===== src/rtl/e203_ifu_itcm_rdport_pkg.sv =====
`default_nettype none
// ============================================================================
//  Module : e203_itcm_pkg
//  Brief  : Shared types for the IFU ITCM read port: response FSM states,
//           response payload struct and data width.
//  Rev    : 1.0  initial release
// ============================================================================
package e203_itcm_pkg;

  localparam int ITCM_DW = 64;

  // Response-side state: nothing pending, SRAM data live, or data held.
  typedef enum logic [1:0] {
    RSP_IDLE  = 2'd0,
    RSP_RD    = 2'd1,
    RSP_STALL = 2'd2
  } rsp_state_e;

  // One response beat as seen by the IFU.
  typedef struct packed {
    logic [ITCM_DW-1:0] rdata;
    logic               err;
  } itcm_rsp_t;

endpackage
`default_nettype wire


===== src/rtl/e203_ifu_itcm_rdport_if.sv =====
`default_nettype none
// ============================================================================
//  Module : e203_ifu_itcm_rdport_if
//  Brief  : IFU-to-ITCM read-only ICB channel (command + response).
//           master = IFU fetch bridge, slave = ITCM read port.
//  Rev    : 1.0  initial release
// ============================================================================
interface e203_ifu_itcm_rdport_if;
  import e203_itcm_pkg::*;

  logic               cmd_valid;
  logic               cmd_ready;
  logic [31:0]        cmd_addr;
  logic               rsp_valid;
  logic               rsp_ready;
  logic               rsp_err;
  logic [ITCM_DW-1:0] rsp_rdata;

  modport master (
    output cmd_valid, cmd_addr, rsp_ready,
    input  cmd_ready, rsp_valid, rsp_err, rsp_rdata
  );

  modport slave (
    input  cmd_valid, cmd_addr, rsp_ready,
    output cmd_ready, rsp_valid, rsp_err, rsp_rdata
  );

endinterface
`default_nettype wire


===== src/rtl/e203_ifu_itcm_rdport_rsp_fifo.sv =====
`default_nettype none
// ============================================================================
//  Module : e203_itcm_rsp_fifo
//  Brief  : 2-entry response FIFO (rdata + err) used by the ITCM read port
//           when the response buffer build option is enabled.
//           The caller never pushes when full.
//  Rev    : 1.0  initial release
// ============================================================================
module e203_itcm_rsp_fifo
  import e203_itcm_pkg::*;
(
  input  logic      clk,
  input  logic      rst,
  input  logic      push_i,
  input  itcm_rsp_t push_data_i,
  input  logic      pop_i,
  output itcm_rsp_t pop_data_o,
  output logic      empty_o,
  output logic [1:0] count_o
);

  itcm_rsp_t  mem_q [2];
  logic       wptr_q;
  logic       rptr_q;
  logic [1:0] count_q;
  logic [1:0] count_d;

  // Occupancy follows push/pop; simultaneous push and pop leave it unchanged.
  always_comb begin
    count_d = count_q;
    if (push_i && !pop_i) begin
      count_d = count_q + 2'd1;
    end else if (!push_i && pop_i) begin
      count_d = count_q - 2'd1;
    end
  end

  // Storage and pointers.
  always_ff @(posedge clk) begin
    if (rst) begin
      for (int i = 0; i < 2; i++) begin
        mem_q[i] <= '0;
      end
      wptr_q  <= 1'b0;
      rptr_q  <= 1'b0;
      count_q <= 2'd0;
    end else begin
      if (push_i) begin
        mem_q[wptr_q] <= push_data_i;
        wptr_q        <= ~wptr_q;
      end
      if (pop_i) begin
        rptr_q <= ~rptr_q;
      end
      count_q <= count_d;
    end
  end

  assign pop_data_o = mem_q[rptr_q];
  assign empty_o    = (count_q == 2'd0);
  assign count_o    = count_q;

endmodule
`default_nettype wire


===== src/rtl/e203_ifu_itcm_rdport.sv =====
`default_nettype none
// ============================================================================
//  Module : e203_ifu_itcm_rdport
//  Brief  : Read-only ICB slave turning IFU fetch commands into 64-bit ITCM
//           SRAM reads with a T+1 response, plus the holdup indication that
//           lets the fetch bridge reuse the SRAM output.
//           Build option: E203_ITCM_RSP_BUF_EN selects a 2-entry response
//           FIFO instead of the single hold register (default: hold reg).
//  Rev    : 1.0  initial release
// ============================================================================
module e203_ifu_itcm_rdport
  import e203_itcm_pkg::*;
#(
  parameter int          AW        = 16,
  parameter logic [31:0] ITCM_BASE = 32'h8000_0000
) (
  input  logic                 clk,
  input  logic                 rst,
  e203_ifu_itcm_rdport_if.slave ifu2itcm_icb,
  output logic                 ifu2itcm_holdup_o,
  input  logic                 ext_sram_req_i,
  output logic                 itcm_ram_cs_o,
  output logic [AW-4:0]        itcm_ram_addr_o,
  input  logic [ITCM_DW-1:0]   itcm_ram_dout_i
);

  logic in_region;
  logic cmd_ready;
  logic cmd_fire;
  logic holdup_q;
  logic holdup_d;
  logic unused_addr_lsb;

  // Doubleword fetches: the byte offset inside the doubleword is irrelevant.
  assign unused_addr_lsb = ^ifu2itcm_icb.cmd_addr[2:0];

  assign in_region = (ifu2itcm_icb.cmd_addr[31:AW] == ITCM_BASE[31:AW]);
  assign cmd_fire  = ifu2itcm_icb.cmd_valid & cmd_ready;
  assign ifu2itcm_icb.cmd_ready = cmd_ready;

  // SRAM is selected in the fire cycle itself; out-of-region never touches it.
  assign itcm_ram_cs_o   = cmd_fire & in_region;
  assign itcm_ram_addr_o = ifu2itcm_icb.cmd_addr[AW-1:3];

  // SRAM output belongs to the IFU until another master uses the SRAM or an
  // out-of-region fetch makes the previous line irrelevant.
  always_comb begin
    holdup_d = holdup_q;
    if (ext_sram_req_i) begin
      holdup_d = 1'b0;
    end else if (cmd_fire) begin
      holdup_d = in_region;
    end
  end

  // Holdup flag register.
  always_ff @(posedge clk) begin
    if (rst) begin
      holdup_q <= 1'b0;
    end else begin
      holdup_q <= holdup_d;
    end
  end

  assign ifu2itcm_holdup_o = holdup_q;

`ifdef E203_ITCM_RSP_BUF_EN

  rsp_state_e state_q;
  logic       err_q;
  logic       inflight;
  logic [1:0] fifo_count;
  logic [1:0] occupancy;
  logic       fifo_empty;
  logic       fifo_push;
  logic       fifo_pop;
  itcm_rsp_t  rd_rsp;
  itcm_rsp_t  fifo_head;
  itcm_rsp_t  rsp_head;

  // A response is in flight in the cycle after a fire; RD lasts one cycle.
  assign inflight  = (state_q == RSP_RD);
  assign occupancy = fifo_count + {1'b0, inflight};

  // Only FIFO occupancy gates acceptance, so no rsp_ready -> cmd_ready path.
  assign cmd_ready = ~ext_sram_req_i & (occupancy < 2'd2);

  assign rd_rsp.rdata = err_q ? '0 : itcm_ram_dout_i;
  assign rd_rsp.err   = err_q;

  // Empty FIFO: RD data goes straight out, keeping T+1 latency.
  assign rsp_head  = fifo_empty ? rd_rsp : fifo_head;
  assign fifo_pop  = ~fifo_empty & ifu2itcm_icb.rsp_ready;
  assign fifo_push = inflight & ~(fifo_empty & ifu2itcm_icb.rsp_ready);

  assign ifu2itcm_icb.rsp_valid = inflight | ~fifo_empty;
  assign ifu2itcm_icb.rsp_err   = ifu2itcm_icb.rsp_valid & rsp_head.err;
  assign ifu2itcm_icb.rsp_rdata = ifu2itcm_icb.rsp_valid ? rsp_head.rdata : '0;

  // In-flight tracking: RD follows every fire; the error tag rides along.
  always_ff @(posedge clk) begin
    if (rst) begin
      state_q <= RSP_IDLE;
      err_q   <= 1'b0;
    end else begin
      state_q <= cmd_fire ? RSP_RD : RSP_IDLE;
      if (cmd_fire) begin
        err_q <= ~in_region;
      end
    end
  end

  e203_itcm_rsp_fifo u_rsp_fifo (
    .clk         (clk),
    .rst         (rst),
    .push_i      (fifo_push),
    .push_data_i (rd_rsp),
    .pop_i       (fifo_pop),
    .pop_data_o  (fifo_head),
    .empty_o     (fifo_empty),
    .count_o     (fifo_count)
  );

`else

  rsp_state_e         state_q;
  logic               err_q;
  itcm_rsp_t          hold_q;
  logic               rsp_fire;
  logic [ITCM_DW-1:0] rd_data;

  assign rsp_fire  = ifu2itcm_icb.rsp_valid & ifu2itcm_icb.rsp_ready;
  // Accept only when the response slot is free or frees up this cycle.
  assign cmd_ready = ~ext_sram_req_i & ((state_q == RSP_IDLE) | rsp_fire);
  assign rd_data   = err_q ? '0 : itcm_ram_dout_i;

  assign ifu2itcm_icb.rsp_valid = (state_q != RSP_IDLE);

  // Response mux: live SRAM data in RD, captured copy in STALL.
  always_comb begin
    ifu2itcm_icb.rsp_err   = 1'b0;
    ifu2itcm_icb.rsp_rdata = '0;
    case (state_q)
      RSP_RD: begin
        ifu2itcm_icb.rsp_err   = err_q;
        ifu2itcm_icb.rsp_rdata = rd_data;
      end
      RSP_STALL: begin
        ifu2itcm_icb.rsp_err   = hold_q.err;
        ifu2itcm_icb.rsp_rdata = hold_q.rdata;
      end
      default: ;
    endcase
  end

  // Response FSM; SRAM output is captured once on entry to STALL.
  always_ff @(posedge clk) begin
    if (rst) begin
      state_q <= RSP_IDLE;
      err_q   <= 1'b0;
      hold_q  <= '0;
    end else begin
      if (cmd_fire) begin
        err_q <= ~in_region;
      end
      case (state_q)
        RSP_IDLE: begin
          if (cmd_fire) begin
            state_q <= RSP_RD;
          end
        end
        RSP_RD: begin
          if (ifu2itcm_icb.rsp_ready) begin
            state_q <= cmd_fire ? RSP_RD : RSP_IDLE;
          end else begin
            state_q <= RSP_STALL;
            hold_q  <= '{rdata: rd_data, err: err_q};
          end
        end
        RSP_STALL: begin
          if (ifu2itcm_icb.rsp_ready) begin
            state_q <= cmd_fire ? RSP_RD : RSP_IDLE;
          end
        end
        default: state_q <= RSP_IDLE;
      endcase
    end
  end

`endif

endmodule
`default_nettype wire


===== src/flat_wrapper.sv =====
// flat-port wrapper written by rule: the top's interface ports become plain ports
module e203_ifu_itcm_rdport_flat import e203_itcm_pkg::*;
#(
  parameter int          AW        = 16,
  parameter logic [31:0] ITCM_BASE = 32'h8000_0000
)
  (clk, rst, ifu2itcm_holdup_o, ext_sram_req_i, itcm_ram_cs_o, itcm_ram_addr_o, itcm_ram_dout_i, ifu2itcm_icb_cmd_valid, ifu2itcm_icb_cmd_addr, ifu2itcm_icb_rsp_ready, ifu2itcm_icb_cmd_ready, ifu2itcm_icb_rsp_valid, ifu2itcm_icb_rsp_err, ifu2itcm_icb_rsp_rdata);
  e203_ifu_itcm_rdport_if ifu2itcm_icb_i ();
  input  logic clk;
  input  logic rst;
  output logic ifu2itcm_holdup_o;
  input  logic ext_sram_req_i;
  output logic itcm_ram_cs_o;
  output logic [AW-4:0] itcm_ram_addr_o;
  input  logic [ITCM_DW-1:0] itcm_ram_dout_i;
  input wire logic [$bits(ifu2itcm_icb_i.cmd_valid)-1:0] ifu2itcm_icb_cmd_valid;
  input wire logic [$bits(ifu2itcm_icb_i.cmd_addr)-1:0] ifu2itcm_icb_cmd_addr;
  input wire logic [$bits(ifu2itcm_icb_i.rsp_ready)-1:0] ifu2itcm_icb_rsp_ready;
  output wire logic [$bits(ifu2itcm_icb_i.cmd_ready)-1:0] ifu2itcm_icb_cmd_ready;
  output wire logic [$bits(ifu2itcm_icb_i.rsp_valid)-1:0] ifu2itcm_icb_rsp_valid;
  output wire logic [$bits(ifu2itcm_icb_i.rsp_err)-1:0] ifu2itcm_icb_rsp_err;
  output wire logic [$bits(ifu2itcm_icb_i.rsp_rdata)-1:0] ifu2itcm_icb_rsp_rdata;
  assign ifu2itcm_icb_i.cmd_valid = ifu2itcm_icb_cmd_valid;
  assign ifu2itcm_icb_i.cmd_addr = ifu2itcm_icb_cmd_addr;
  assign ifu2itcm_icb_i.rsp_ready = ifu2itcm_icb_rsp_ready;
  assign ifu2itcm_icb_cmd_ready = ifu2itcm_icb_i.cmd_ready;
  assign ifu2itcm_icb_rsp_valid = ifu2itcm_icb_i.rsp_valid;
  assign ifu2itcm_icb_rsp_err = ifu2itcm_icb_i.rsp_err;
  assign ifu2itcm_icb_rsp_rdata = ifu2itcm_icb_i.rsp_rdata;
  e203_ifu_itcm_rdport #(.AW(AW), .ITCM_BASE(ITCM_BASE)) u_core (.clk(clk), .rst(rst), .ifu2itcm_icb(ifu2itcm_icb_i), .ifu2itcm_holdup_o(ifu2itcm_holdup_o), .ext_sram_req_i(ext_sram_req_i), .itcm_ram_cs_o(itcm_ram_cs_o), .itcm_ram_addr_o(itcm_ram_addr_o), .itcm_ram_dout_i(itcm_ram_dout_i));
endmodule

===== config.mk =====
export PLATFORM = sky130hd
export DESIGN_NAME = e203_ifu_itcm_rdport_flat
export DESIGN_NICKNAME = d
export VERILOG_FILES = /design/src/rtl/e203_ifu_itcm_rdport_pkg.sv /design/src/rtl/e203_ifu_itcm_rdport_if.sv /design/src/rtl/e203_ifu_itcm_rdport_rsp_fifo.sv /design/src/rtl/e203_ifu_itcm_rdport.sv /design/src/flat_wrapper.sv
export SDC_FILE = /design/constraint.sdc
export NUM_CORES = 1
export LEC_CHECK = 0
export CORE_ASPECT_RATIO = 1.4
export CORE_MARGIN = 1.5
export CORE_UTILIZATION = 43
export CTS_BUF_LIST = sky130_fd_sc_hd__clkbuf_8
export DETAILED_ROUTE_END_ITERATION = 10
export PLACE_DENSITY = 0.9
export REMOVE_ABC_BUFFERS = 1
export SKIP_LAST_GASP = 1
export SLEW_MARGIN = 20
export SYNTH_ARGS = -nofsm -noshare
export SYNTH_HDL_FRONTEND = slang
export SYNTH_SLANG_ARGS = --single-unit

===== constraint.sdc =====
create_clock -name clk -period 2.07 [get_ports clk]
set_clock_uncertainty 0.2 [all_clocks]
set_input_delay 0.414 -clock clk [delete_from_list [all_inputs] [get_ports clk]]
set_output_delay 0.414 -clock clk [all_outputs]
set_load 0.02 [all_outputs]

==> impl_metrics.py <==
metrics = {
    "worst_hold_path": {
        "hold_path.class": "flop to flop",
    },
    "synthesis": {
        "ys_ff_latch": 69,
        "netlist_area_mm2": 0.003867,
        "netlist_instances": 493,
        "syn_area_per_cell_um2": 7.845,
        "synth-seq-area-share": 0.3572,
        "synth.distinct_cells": 25,
        "yosysWarnings": 0,
    },
    "detailed_routing": {
        "ant_nets": 0,
        "totalWireLength_um": 15380,
        "drtIter0Drc": 321,
        "wl_per_cell_um": 20.34,
        "routed-via-count": 4551,
        "first_pass_iters": 6,
        "drc": 0,
        "viasPerCell": 6.020,
        "wl_met2_um": 8194,
        "dr_wl_met3_um": 1069,
        "drt-met1-wl_um": 5721,
        "top_layer": "met4",
    },
    "global_route": {
        "grt_antenna_before_repair": 0,
        "track_usage": 0.2546,
        "grt_pass1_vias": 4268,
        "grt_pass1_wl_um": 20040,
        "gr-total-overflow": 0,
        "grt_max_degree": 66,
    },
    "clock_tree": {
        "hold_buffers": 0,
        "cts_sinks": 69,
        "cts_tree": "done",
        "htreeDepth": 3,
        "root_buffer": "clkbuf_8",
        "cts_buffer_depth": 2,
        "clock_latency_ns": 0.33,
        "cts-buffers-inserted": 9,
        "clkSlewWorstSetupHoldPaths_ns": 0.07,
    },
    "sta": {
        "grt_setup_unrepaired": "true",
        "slew_headroom": 0.7088,
        "worst-slew-pin-transition_ns": 0.4368,
        "hold_violations": 0,
        "whs_ns": 0.2566,
        "period_needed_ns": 2.388,
        "clock.fmax_mhz": 418.8,
        "period_share": 1.154,
        "fin_ws_ns": -0.3177,
        "setup_viol": 66,
        "maxSlewViolCount": 0,
    },
    "floorplan": {
        "coreArea_mm2": 0.008658,
        "rows": 40,
        "die_area_mm2": 0.009580,
        "die_y_um": 115.2,
        "die_w_um": 83.15,
        "ioPinCount": 183,
        "start_util": 0.4467,
    },
    "setup_path": {
        "path_buf_inv": 4,
        "crit_arrival_ns": 1.77,
        "worstSetupStartpointType": "flop",
        "slowest_stage": "dfxtp_2",
        "slowest_delay_ns": 0.35,
        "path_class": "flop to output port",
        "crit_required_ns": 1.46,
        "path_cells": "inv_2, ha_4, nor2b_4, buf_8, buf_12, a22oi_1, nor2b_2, buf_4",
        "critPathTopFamily": "buffers and inverters",
        "critPathMaxFanout": 5,
        "rrSetupSlack_ns": 0.11,
        "worstSetupEndpointType": "output port",
    },
    "placed_design": {
        "dp.cells": 717,
        "gp_congestion": 0.7896,
        "hpwl_um": 7896,
        "io_buffer_count": 153,
    },
    "final_layout": {
        "stdcell_count": 756,
        "syn_to_final_growth_pct": 77.45,
        "drive_gt1_frac": 0.3932,
        "nets": 751,
        "fill_cells": 543,
        "antenna_cells": 0,
    },
    "power": {
        "power.density_mw_per_mm2": 856.2,
        "peakVddDrop_mv": 0.5677,
        "leakage_nw": 2.375,
    },
    "status": {
        "outcome": "complete, but fails checks",
        "violations": "negative setup slack",
    },
    "run": {
        "maxCapViolCount": 0,
    },
}
==> routing by layer <==
metal  vias up  track usage
met2       277       0.4580
met4         0      0.09000
met1      2214       0.2928
li1       2018            -
met5         -      0.03030
met3        42      0.06174
==> placed cells by master (no fill, tap or decap), drive strengths merged <==
master,n
buf,116
clkdlybuf4s50,76
nand2,70
nor2b,70
dfxtp,69
a21oi,67
a22oi,65
nand3b,63
clkbuf,17
inv,6
nor2,6
dlymetal6s2s,5
ha,4
or4,2
clkinv,2
nand2b,1
nor4,1
nor4b,1
and4,1
a21o,1
a22o,1
o41ai,1
nor3,1
or3,1
o21a,1
bufinv,1
clkinvlp,1
clkdlybuf4s15,1
==> power by group <==
part	internal (mW)	total (mW)	switching, mW
clock	0.577	1.08	0.500
sequential	1.46	1.55	0.0947
combinational	1.77	3.25	1.48
==> registers in the layout (all words and copies together) (netlist names) <==
signal,cells
u_core.state_q,2
u_core.err_q,1
u_core.hold_q,65
u_core.ifu2itcm_holdup_o,1
==> logic make-up (layout without fill, tap and decap cells) <==
logic type,after synthesis,after routing,share of synthesized area
AND/OR/NAND/NOR,217,217,0.3255
AO/OA/AOI/OAI,136,136,0.2213
flip-flops,69,69,0.3572
buffers and inverters,67,225,0.08314
adder cells (fa/ha/maj),4,4,0.01294
==> worst min-delay path, stage by stage (launching register included) <==
cell     delay [ns]
dfxtp_1        0.31
nand2_1        0.05
a21oi_1        0.05
==> path summary, 6_finish.rpt <==
kind / startpoint / endpoint / depth (start not counted)
min: u_core.hold_q[14]$_SDFFE_PP0P_ / u_core.hold_q[14]$_SDFFE_PP0P_ / 2
max: u_core.state_q[1]$_SDFFE_PP0P_ / ifu2itcm_icb_rsp_rdata[0] / 8
max reg2reg: u_core.state_q[1]$_SDFFE_PP0P_ / u_core.state_q[1]$_SDFFE_PP0P_ / 7
min reg2reg: u_core.hold_q[14]$_SDFFE_PP0P_ / u_core.hold_q[14]$_SDFFE_PP0P_ / 2
==> cells in the mapped netlist <==
library cell	instances	area (µm²)
and4_4	1	11.26
buf_1	4	15.01
a21o_1	1	7.510
o21a_1	1	7.510
nor2b_1	70	437.9
dfxtp_1	69	1381
or4_4	1	11.26
ha_1	4	50.05
nor2_1	6	22.52
clkbuf_1	29	108.9
o41ai_1	1	8.760
or4_1	1	7.510
or3_1	1	6.260
nand3b_1	63	473.0
nand2_1	70	262.8
nand2b_1	1	6.260
nor4_1	1	6.260
nor3_1	1	5.000
buf_2	17	85.08
buf_4	13	97.59
a22oi_1	65	488.0
a21oi_1	67	335.3
inv_1	4	15.01
a22o_1	1	8.760
nor4b_1	1	8.760
==> through the flow <==
stage               setup slack, ns  area [µm²]    util  total power [mW]  setup TNS [ns]
finish                      -0.3177        6863  0.7926             5.876          -16.27
global route                -0.4336        6863  0.7926             6.085          -20.32
CTS                         -0.3080        6018  0.6951             4.974          -16.06
detailed placement          -0.8500        5595  0.6462             3.525          -26.07
global placement            -0.8369        5595  0.6462             3.466          -23.21
floorplan                    -1.906        3561       -             2.550         -204.00
==> timing repair <==
item | in CTS | in global routing
pin swaps | 4 | 8
gates cloned | 7 | 8
setup endpoints to repair | 68 | 69
setup buffers | 6 | 3
resized for setup | 379 | 179
==> layout make-up <==
type                       instances  area [µm²]  area share
inverter                           4       15.01    0.002188
clock buffer                      10       137.6     0.02005
multi-input combinational        357        2809      0.4093
clock inverter                     6       55.05    0.008022
tap                              105       131.4     0.01914
timing repair buffer             205        2327      0.3391
sequential                        69        1388      0.2022
Power figures use the tool's default switching activity.
